[config.mk]
export PLATFORM = sky130hd
export DESIGN_NAME = rect_fill_engine
export DESIGN_NICKNAME = d
export VERILOG_FILES = /design/src/rtl/rect_fill_engine.sv
export SDC_FILE = /design/constraint.sdc
export NUM_CORES = 1
export LEC_CHECK = 0
export ABC_AREA = 1
export CAP_MARGIN = 30
export CORE_ASPECT_RATIO = 0.6
export CORE_MARGIN = 5
export CORE_UTILIZATION = 57
export DETAILED_ROUTE_END_ITERATION = 6
export PLACE_DENSITY = 0.84
export REMOVE_ABC_BUFFERS = 1
export SLEW_MARGIN = 20
export SYNTH_ARGS = -nofsm -noshare
export SYNTH_HDL_FRONTEND = slang
export SYNTH_SLANG_ARGS = --single-unit
export TNS_END_PERCENT = 20
[constraint.sdc]
create_clock -name clk -period 7.3 [get_ports clk]
set_input_delay 2.19 -clock clk [delete_from_list [all_inputs] [get_ports clk]]
set_output_delay 2.19 -clock clk [all_outputs]
set_load 0.03 [all_outputs]
[src/rtl/rect_fill_engine.sv]
// Rectangle-fill engine: latches origin/size/colour on start, then emits one
// pixel per clock in raster order to the VGA write port, clipping off-screen pixels.
module rect_fill_engine #(
  parameter int X_W          = 8,
  parameter int Y_W          = 7,
  parameter int DIM_W        = 6,
  parameter int C_W          = 3,
  parameter int SCREEN_W     = 160,
  parameter int SCREEN_H     = 120,
  parameter int ERASE_COLOUR = 0
) (
  input  logic             clk,
  input  logic             reset_n,
  input  logic             start,
  input  logic [X_W-1:0]   x0,
  input  logic [Y_W-1:0]   y0,
  input  logic [DIM_W-1:0] rect_w,
  input  logic [DIM_W-1:0] rect_h,
  input  logic [C_W-1:0]   colour_in,
  input  logic             erase,
  output logic             busy,
  output logic             done,
  output logic [X_W-1:0]   x_out,
  output logic [Y_W-1:0]   y_out,
  output logic [C_W-1:0]   colour_out,
  output logic             plot
);

  typedef enum logic [1:0] {
    ST_IDLE   = 2'd0,
    ST_DRAW   = 2'd1,
    ST_FINISH = 2'd2
  } state_t;

  state_t           state_q, state_d;
  logic [X_W-1:0]   x0_q, x0_d;
  logic [Y_W-1:0]   y0_q, y0_d;
  logic [DIM_W-1:0] w_q, w_d;
  logic [DIM_W-1:0] h_q, h_d;
  logic [DIM_W-1:0] cx_q, cx_d;
  logic [DIM_W-1:0] cy_q, cy_d;
  logic [C_W-1:0]   colour_q, colour_d;
  logic [X_W-1:0]   x_out_q, x_out_d;
  logic [Y_W-1:0]   y_out_q, y_out_d;
  logic             plot_q, plot_d;
  logic             busy_q, busy_d;
  logic             done_q, done_d;
  logic             draw_px_s;
  logic [X_W:0]     x_sum_s;
  logic [Y_W:0]     y_sum_s;

  // Next-state, counter advance and registered-output computation.
  always_comb begin
    state_d   = state_q;
    x0_d      = x0_q;
    y0_d      = y0_q;
    w_d       = w_q;
    h_d       = h_q;
    cx_d      = cx_q;
    cy_d      = cy_q;
    colour_d  = colour_q;
    x_out_d   = x_out_q;
    y_out_d   = y_out_q;
    plot_d    = 1'b0;
    busy_d    = 1'b0;
    done_d    = 1'b0;
    draw_px_s = 1'b0;

    case (state_q)
      ST_IDLE: begin
        if (start) begin
          x0_d     = x0;
          y0_d     = y0;
          w_d      = rect_w;
          h_d      = rect_h;
          cx_d     = {DIM_W{1'b0}};
          cy_d     = {DIM_W{1'b0}};
          colour_d = erase ? C_W'(ERASE_COLOUR) : colour_in;
          if ((rect_w == {DIM_W{1'b0}}) || (rect_h == {DIM_W{1'b0}})) begin
            state_d = ST_FINISH;
            done_d  = 1'b1;
          end else begin
            state_d   = ST_DRAW;
            busy_d    = 1'b1;
            draw_px_s = 1'b1;
          end
        end else begin
          state_d = ST_IDLE;
        end
      end
      ST_DRAW: begin
        // cx_q/cy_q name the pixel currently on the outputs; step to the next one.
        if (cx_q != (w_q - DIM_W'(1))) begin
          cx_d      = cx_q + DIM_W'(1);
          busy_d    = 1'b1;
          draw_px_s = 1'b1;
        end else if (cy_q != (h_q - DIM_W'(1))) begin
          cx_d      = {DIM_W{1'b0}};
          cy_d      = cy_q + DIM_W'(1);
          busy_d    = 1'b1;
          draw_px_s = 1'b1;
        end else begin
          state_d = ST_FINISH;
          done_d  = 1'b1;
        end
      end
      ST_FINISH: begin
        state_d = ST_IDLE;
      end
      default: begin
        state_d = ST_IDLE;
      end
    endcase

    // Sums are one bit wider than the coordinate so off-screen pixels never alias on-screen.
    x_sum_s = {1'b0, x0_d} + (X_W+1)'(cx_d);
    y_sum_s = {1'b0, y0_d} + (Y_W+1)'(cy_d);
    if (draw_px_s) begin
      x_out_d = x_sum_s[X_W-1:0];
      y_out_d = y_sum_s[Y_W-1:0];
      plot_d  = (x_sum_s < (X_W+1)'(SCREEN_W)) && (y_sum_s < (Y_W+1)'(SCREEN_H));
    end else begin
      plot_d = 1'b0;
    end
  end

  // State, request latches and output registers with synchronous active-low reset.
  always_ff @(posedge clk) begin
    if (!reset_n) begin
      state_q  <= ST_IDLE;
      x0_q     <= {X_W{1'b0}};
      y0_q     <= {Y_W{1'b0}};
      w_q      <= {DIM_W{1'b0}};
      h_q      <= {DIM_W{1'b0}};
      cx_q     <= {DIM_W{1'b0}};
      cy_q     <= {DIM_W{1'b0}};
      colour_q <= {C_W{1'b0}};
      x_out_q  <= {X_W{1'b0}};
      y_out_q  <= {Y_W{1'b0}};
      plot_q   <= 1'b0;
      busy_q   <= 1'b0;
      done_q   <= 1'b0;
    end else begin
      state_q  <= state_d;
      x0_q     <= x0_d;
      y0_q     <= y0_d;
      w_q      <= w_d;
      h_q      <= h_d;
      cx_q     <= cx_d;
      cy_q     <= cy_d;
      colour_q <= colour_d;
      x_out_q  <= x_out_d;
      y_out_q  <= y_out_d;
      plot_q   <= plot_d;
      busy_q   <= busy_d;
      done_q   <= done_d;
    end
  end

  assign busy       = busy_q;
  assign done       = done_q;
  assign x_out      = x_out_q;
  assign y_out      = y_out_q;
  assign colour_out = colour_q;
  assign plot       = plot_q;

endmodule

==> flow_summary.toml <==
[sta]
rsz0062_at_grt = "no"
finalMaxSlewViolations = 0
max_clock_freq_mhz = 188
hold_viol = 0
final.setup.tns_ps = 0
finClkSkew_ps = 6.78
fin_crit_ps = 5310
setup_viol = 0
period_share = 0.728
worst_pin_slew_ps = 542
setup_ws_ps = 1990
slew_headroom = 0.635

[die]
die_w_um = 112
initial_core_util = 0.583
coreArea_sq_um = 6080
dieArea_sq_um = 7950
num_io_pins = 55
die_h_um = 71.1
placementRows = 22

[grt]
grtUsageMet1 = 0.324
grt_pass1_vias = 3305
gr-max-usage-layer = "met2"
grt_usage = 0.242
grt_max_degree = 35
grt_use_met3 = 0.0667
grt.met2_usage = 0.378
grt_pass1_wl_um = 15500
grt-ovfl-total = 0
grt_antenna_before_repair = 0

[setup_path]
crit_path_end = "plot"
reg2reg_to = "plot"
crit_path_start_kind = "input port"
ff2ff_setup_slack_ps = 3320
critPathMaxFanout = 31
required_ps = 7540
r2r-start = "h_q[0]"
worst_ep_arrival_time_ps = 5550
rr_worst_depth = 25
criticalPathCategory = "in -> reg"
cp-end-kind = "register"
startpoint = "start"

[power]
p_sw_frac = 0.311
vdd.ir_drop.worst_mv = 0.145
p_per_area_nw_per_um2 = 210
p_switching_mw = 0.284
p_int_mw = 0.631
p_seq_frac = 0.414
cellLeakagePower_nw = 2.05
comb_power_share = 0.246
clock_power_share = 0.340

[synthesis]
synth.yosys.seq_area_share = 0.350
synth_cells = 499
ys_types = 43
syn_area_sq_um = 3550
async_reset_ff_frac = 0
synth_top_flop_cell = "dfxtp_1"
yosysWarnings = 0
synth_edf_count = 0
ys_seq_elements = 62
yosysTopAreaCell = "dfxtp_1"
netlist.area_leader.share = 0.350
syn_area_per_cell_sq_um = 7.11
synth_area_leaders = "dfxtp_1, nand2_1, inv_1"

[detailed_routing]
dr_total_vias = 3448
drt_pass1_iterations = 5
wirelength_um = 9150
wl_per_cell_um = 14.2
post-route-drc-count = 0
ant_nets = 0
first_iter_violations = 278
via_per_inst = 5.35

[finish]
diodes = 0
fin_util = 0.718
layout-drive-gt1-share = 0.118
fillers = 506
final_nets = 607
final_area_sq_um = 4370
area_growth_pct = 23.1
fin_cells = 644

[placement]
dpl.hpwl_um = 6730
place.gp.congestion = 0.833
dp_slack_ps = 1660
placed_cells = 628
io_buffers = 54
post_dp_cell_area_sq_um = 4160

[clock_network]
cts.hold.buffers_added = 0
numCtsBuffers = 9
cts_buffer_depth = 2
htreeDepth = 3
post_cts_resized = 0
clock_latency_ps = 350
clk_pin_slew_worst_paths_ps = 70
cts_num_sinks = 62
cts_setup_buffers = 0
cts_root_buffer = "clkbuf_8"
cts_tree = "yes"

[worst_hold_path]
hp-class = "reg -> reg"

[run]
drv_cap = 0

[run_status]
status = "complete, no violations"
==> cell usage in the layout, fill, tap and decap left out, types with 3 or more instances in the layout <==
cell type,netlist,final
nand2_1,93,93
inv_2,4,4
nand4_1,3,3
ha_1,16,16
xor2_1,9,9
dfxtp_1,62,62
nor2_2,6,6
nand3_2,4,4
a21oi_1,41,41
o21ai_0,42,42
clkdlybuf4s50_1,0,54
inv_1,67,67
nand2_2,11,11
xnor2_1,6,6
o211ai_1,5,5
or2_2,13,13
nor2_1,47,47
nand3_1,29,29
clkbuf_8,0,11
buf_4,0,5
==> Yosys cell counts (9+ instances only) <==
library cell,n
xor2_1,9
nand2_2,11
dfxtp_1,62
nor2_1,47
o21ai_0,42
clkbuf_1,9
nand2_1,93
ha_1,16
or2_2,13
inv_1,67
nand3_1,29
a21oi_1,41
==> final cells by class <==
| cell class | instances | area (sq um) | share of cell area |
|---|---|---|---|
| repair buffers | 59 | 578 | 0.132 |
| clock buffers | 13 | 159 | 0.0364 |
| flip-flops and latches | 62 | 1240 | 0.284 |
| multi-input cells | 350 | 1970 | 0.450 |
| clock inverters | 3 | 42.5 | 0.00974 |
| inverters | 73 | 274 | 0.0628 |
| well taps | 84 | 105 | 0.0241 |
==> cell families (layout without fill, tap and decap cells) <==
logic type                 Yosys count  in the layout  synth area share
buffers and inverters               87            148            0.0956
and+or+nand+nor                    216            216             0.289
DFF                                 62             62             0.350
AOI/OAI and AO/OA                   99             99             0.155
xor gates and xnor gates            15             15            0.0371
adders and majority gates           18             18            0.0677
muxes                                2              2           0.00565
==> sequential cells by signal (all words and copies together) (netlist names) <==
register,flops
h_q,6
cx_q,6
y_out,7
y0_q,7
state_q,2
cy_q,6
done,1
plot,1
x_out,8
busy,1
x0_q,8
colour_out,3
w_q,6
==> stage by stage <==
| stage | total power [mW] | hold WS, ps |
|---|---|---|
| after floorplan | 0.526 | 443 |
| after global placement | 0.599 | 453 |
| after detailed placement | 0.607 | 458 |
| after CTS | 0.918 | 471 |
| after global routing | 0.962 | 498 |
| final | 0.915 | 471 |
==> worst max-delay path, cell delays in order <==
cell and delay, ps:
clkdlybuf4s50_1 460, nand2_1 90, nor2_2 120, buf_4 320
or2_2 170, o21ai_0 100, inv_1 80, ha_1 170
inv_1 70, fa_1 410, nand3b_1 170, and2_1 190
nor2_1 100, o21ai_0 90, nand2_1 110, or3b_2 450
nand3_1 80, nor2_1 50, o31ai_1 80, a21oi_2 50
==> worst min-delay path by stage <==
stage,start,endpoint,slack [ps],cells after the start
floorplan,w_q[5],w_q[5],440,2
global placement,x_out[0],x_out[0],450,2
detailed placement,colour_out[0],colour_out[0],460,2
CTS,colour_out[0],colour_out[0],470,2
global route,x_out[0],x_out[0],500,2
finish,colour_out[0],colour_out[0],470,2
==> power groups by stage <==
stage | Combinational (mW) | Sequential, mW | Clock [mW]
3_3_place_gp | 0.214 | 0.384 | 0
4_1_cts | 0.224 | 0.378 | 0.316
6_report | 0.225 | 0.378 | 0.311
3_5_place_dp | 0.222 | 0.386 | 0
2_1_floorplan | 0.119 | 0.407 | 0
5_1_grt | 0.248 | 0.381 | 0.333
==> layer usage <==
metal  vias to the layer above  part of all wire
met5                         -                 0
met4                         0             0.015
met3                        17             0.089
met2                       156              0.42
met1                      1545              0.48
li1                       1730                 -
Note: power is estimated with default switching activity, not from simulation.
